**src/rtl/regfile_wb_sched.sv**
```systemverilog
// Write-back scheduler: latches the E/M destination pair of a retiring instruction and
// serialises it onto a single register-file write port. Optional forwarding via `WB_FWD_EN.
module regfile_wb_sched #(
    parameter int DATA_W = 64,
    parameter int ADDR_W = 4,
    parameter int RNONE  = 15
) (
    input  logic              clk,
    input  logic              reset,
    input  logic              wb_valid,
    output logic              wb_ready,
    input  logic [ADDR_W-1:0] dstE,
    input  logic [DATA_W-1:0] valE,
    input  logic [ADDR_W-1:0] dstM,
    input  logic [DATA_W-1:0] valM,
    output logic              rf_we,
    output logic [ADDR_W-1:0] rf_waddr,
    output logic [DATA_W-1:0] rf_wdata,
    output logic              wb_done,
`ifdef WB_FWD_EN
    input  logic [ADDR_W-1:0] fwd_raddr,
`endif
    output logic              fwd_hit,
    output logic [DATA_W-1:0] fwd_data
);

    localparam logic [ADDR_W-1:0] RN = ADDR_W'(RNONE);

    typedef enum logic [1:0] {
        IDLE = 2'd0,
        WR_E = 2'd1,
        WR_M = 2'd2
    } state_t;

    state_t            state;
    logic [ADDR_W-1:0] dst_e_q;
    logic [ADDR_W-1:0] dst_m_q;
    logic [DATA_W-1:0] val_e_q;
    logic [DATA_W-1:0] val_m_q;

    logic e_ok;
    logic m_ok;
    logic e_dropped;

    assign e_ok      = (dstE != RN);
    assign m_ok      = (dstM != RN);
    assign e_dropped = e_ok && m_ok && (dstE == dstM);

    assign wb_ready = (state == IDLE);

    always_ff @(posedge clk) begin
        if (reset) begin
            state    <= IDLE;
            dst_e_q  <= RN;
            dst_m_q  <= RN;
            val_e_q  <= '0;
            val_m_q  <= '0;
            rf_we    <= 1'b0;
            rf_waddr <= RN;
            rf_wdata <= '0;
            wb_done  <= 1'b0;
        end else begin
            rf_we    <= 1'b0;
            rf_waddr <= RN;
            rf_wdata <= '0;
            wb_done  <= 1'b0;
            case (state)
                IDLE: begin
                    if (wb_valid) begin
                        dst_e_q <= dstE;
                        dst_m_q <= dstM;
                        val_e_q <= valE;
                        val_m_q <= valM;
                        if (e_ok && !e_dropped) begin
                            state    <= WR_E;
                            rf_we    <= 1'b1;
                            rf_waddr <= dstE;
                            rf_wdata <= valE;
                            wb_done  <= !m_ok;
                        end else if (m_ok) begin
                            // Same destination on both ports: the memory value wins.
                            state    <= WR_M;
                            rf_we    <= 1'b1;
                            rf_waddr <= dstM;
                            rf_wdata <= valM;
                            wb_done  <= 1'b1;
                        end else begin
                            wb_done  <= 1'b1;
                        end
                    end
                end
                WR_E: begin
                    if (dst_m_q != RN) begin
                        state    <= WR_M;
                        rf_we    <= 1'b1;
                        rf_waddr <= dst_m_q;
                        rf_wdata <= val_m_q;
                        wb_done  <= 1'b1;
                    end else begin
                        state    <= IDLE;
                    end
                end
                WR_M: begin
                    state <= IDLE;
                end
                default: begin
                    state <= IDLE;
                end
            endcase
        end
    end

`ifdef WB_FWD_EN
    // M is pending in both write states; E only while its own write is in flight.
    always_comb begin
        fwd_hit  = 1'b0;
        fwd_data = '0;
        if (fwd_raddr != RN && state != IDLE) begin
            if (fwd_raddr == dst_m_q) begin
                fwd_hit  = 1'b1;
                fwd_data = val_m_q;
            end else if (state == WR_E && fwd_raddr == dst_e_q) begin
                fwd_hit  = 1'b1;
                fwd_data = val_e_q;
            end
        end
    end
`else
    assign fwd_hit  = 1'b0;
    assign fwd_data = '0;
`endif

endmodule

```
**config.mk**
```make
export PLATFORM = sky130hd
export DESIGN_NAME = regfile_wb_sched
export DESIGN_NICKNAME = d
export VERILOG_FILES = /design/src/rtl/regfile_wb_sched.sv
export SDC_FILE = /design/constraint.sdc
export NUM_CORES = 1
export LEC_CHECK = 0
export BUFFER_PORTS_ARGS = -buffer_cell sky130_fd_sc_hd__buf_2
export CORE_ASPECT_RATIO = 0.8
export CORE_UTILIZATION = 30
export CTS_CLUSTER_DIAMETER = 100
export DETAILED_ROUTE_END_ITERATION = 8
export SLEW_MARGIN = 30
export SYNTH_ARGS = -nofsm -noshare
export SYNTH_HDL_FRONTEND = slang
export SYNTH_SLANG_ARGS = --single-unit
```
**constraint.sdc**
```tcl
create_clock -name clk -period 2.36 [get_ports clk]
set_clock_uncertainty 0.05 [all_clocks]
set_input_delay 0.59 -clock clk [delete_from_list [all_inputs] [get_ports clk]]
set_output_delay 0.59 -clock clk [all_outputs]
set_load 0.01 [all_outputs]
```
==> flow_summary.toml <==
[sta]
fin_setup_tns_ns = 0
hold_viol = 0
slew_violations = 0
setup_violations = 0
post-route-period-util_pct = 84.0
holdWs_ns = 0.374
rsz0062_at_grt = "no"
period_needed_ns = 1.98
setup_ws_ns = 0.379
max_clock_freq_mhz = 505

[grt]
grt_max_degree = 70
grt_pass1_wl_um = 24800
grt_pass1_vias = 4839
antenna_found_initial = 1
track_usage_pct = 14.5
grt_overflow = 0

[clock_tree]
cts_buffer_depth = 2
insertion_delay_ns = 0.41
postCtsHoldBufs = 0
clk_pin_slew_worst_paths_ns = 0.06
clock_sinks = 140
post_cts_resized = 0
post_cts_buffers = 0
numCtsBuffers = 17
cts_root_buf = "clkbuf_16"
cts-htree-levels = 4
cts_tree = "yes"

[min_path]
whs_path_depth = 3
worstHoldEndpoint = "val_m_q[36]"
min_from = "valM[36]"
hp-class = "input port to register"

[critical_path]
crit_type = "register to register"
r2r-end = "rf_wdata[28]"
critPathArrivalTime_ns = 2.26
r2r_cells = 5
worst-path-max-fanout = 36
cp_data_required_time_ns = 2.64
r2r-start = "state[1]"
r2r_setup_slack_ns = 0.38
start_kind = "register"
endpoint_kind = "register"

[floorplan]
io_pins = 275
die_h_um = 132
dieArea_um2 = 21600
num_rows = 46
die_w_um = 164
start_util_pct = 31.1
core_area_um2 = 20200

[final_layout]
drive_gt1_share_pct = 33.3
fin_util_pct = 40.1
fin_nets = 1097
mostFrequentLayoutCells = "buf_2 (209), nand2_1 (203), dfxtp_1 (140)"
layout_commonest_cell = "buf_2"
area_growth_pct = 28.8

[drt]
drcViolationCount = 0
drt_pass1_iterations = 4
drtAntennaViolNets = 0
vias = 5255
drt_iter0_markers = 269
wire_per_inst_um = 12.6
routed_wl_um = 15600
detail_route.vias_per_cell = 4.25

[yosys]
synth-simple-area-share_pct = 14.5
yosys.area_share.adder_pct = 0
synth_seq_cells = 140
synthTopCellsByArea = "dfxtp_1 (45%), o221ai_2 (14%), nand2_1 (12%)"
yosysTopAreaCell = "dfxtp_1"
synth_compound_area_share_pct = 21.3
synth_top_family_by_area = "compound AO/OA/AOI/OAI gates"
synth-seq-area-share_pct = 44.5
yosys.area_share.xor_xnor_pct = 0.557
syn_area_um2 = 6290
synth_warnings = 0
netlist-cell-type-count = 30
synth_area_per_cell_um2 = 8.35
synthMuxAreaShare_pct = 0
synthCells = 754
synth_top_area_share_pct = 44.5

[placed_design]
routabilityCongestion = 0.792
io_buffers = 209
place_hpwl_um = 11100
post-place-ws_ns = 0.140

[run_status]
status = "finished clean"

[power_and_ir_drop]
powerDensity_nw_per_um2 = 803
vdd_drop_max_v = 0.000463
leakage_uw = 0.00402

[flow_run]
maxCapViolations = 0
-- synth_stat cells, drive strengths merged --
cell type / instances
inv: 130
and4: 1
nand4: 3
nor4: 1
dfxtp: 140
and3: 1
xnor2: 4
or3b: 1
and4b: 1
o2111ai: 1
and3b: 1
o221ai: 64
a21oi: 69
nor2: 7
o31a: 2
or4: 1
conb: 1
nor3: 1
nand3b: 1
o21ai: 5
nand2: 203
nor3b: 1
buf: 79
clkbuf: 29
nand3: 6
o211ai: 1
-- layout make-up --
type | count | area, um2
diodes | 1 | 2.50
clock buffers | 20 | 447
clock inverters | 12 | 234
fillers | 2028 | 12100
inverters | 130 | 488
multi-input cells | 440 | 2540
flip-flops and latches | 140 | 2800
well taps | 264 | 330
repair buffers | 229 | 1260
-- flip-flops by register name, indices dropped and copies added (netlist names) --
name	flops
rf_wdata	64
val_m_q	64
dst_m_q	4
rf_waddr	4
state	2
rf_we	1
wb_done	1
-- critical path, stage by stage (launching register included) --
cell	delay, ns
dfxtp_1	0.38
or3b_4	0.43
or4_1	0.41
o31a_2	0.17
buf_12	0.20
o221ai_1	0.21
-- where the power goes --
part	internal, uW	total [uW]	switching, uW
sequential	2530	2590	64.5
combinational	331	827	496
clock	2030	3090	1060
-- worst max-delay path by stage --
stage	start	end	slack [ns]
finish	state[1]	rf_wdata[28]	0.38
global route	state[1]	rf_wdata[30]	0.29
CTS	state[1]	rf_wdata[28]	0.41
detailed placement	wb_valid	rf_wdata[28]	0.14
global placement	wb_valid	rf_wdata[27]	0.18
floorplan	wb_valid	rf_wdata[32]	0.24
-- cells by family after synthesis --
logic type / count (synthesis)
buffers and inverters: 238
and+or+nand+nor: 229
AOI/OAI and AO/OA: 142
DFF: 140
xor gates and xnor gates: 4
other: 1
-- through the flow --
step           instances  total power [uW]  cell area (um2)
2_1_floorplan        818              3200             6530
3_3_place_gp        1203              3470             7420
3_5_place_dp        1203              3480             7420
4_1_cts             1235              6580             8100
5_1_grt             1235              6810             8100
6_report            1236              6510             8110
-- per-layer routing --
metal  wire length [um]  part of all wire (%)  track usage (%)
met5                  0                     0                0
met4                164                   1.1             4.22
met1               7450                    48             19.2
met3               1170                   7.5             4.42
met2               6830                    44             22.6
Power figures use the tool's default switching activity.
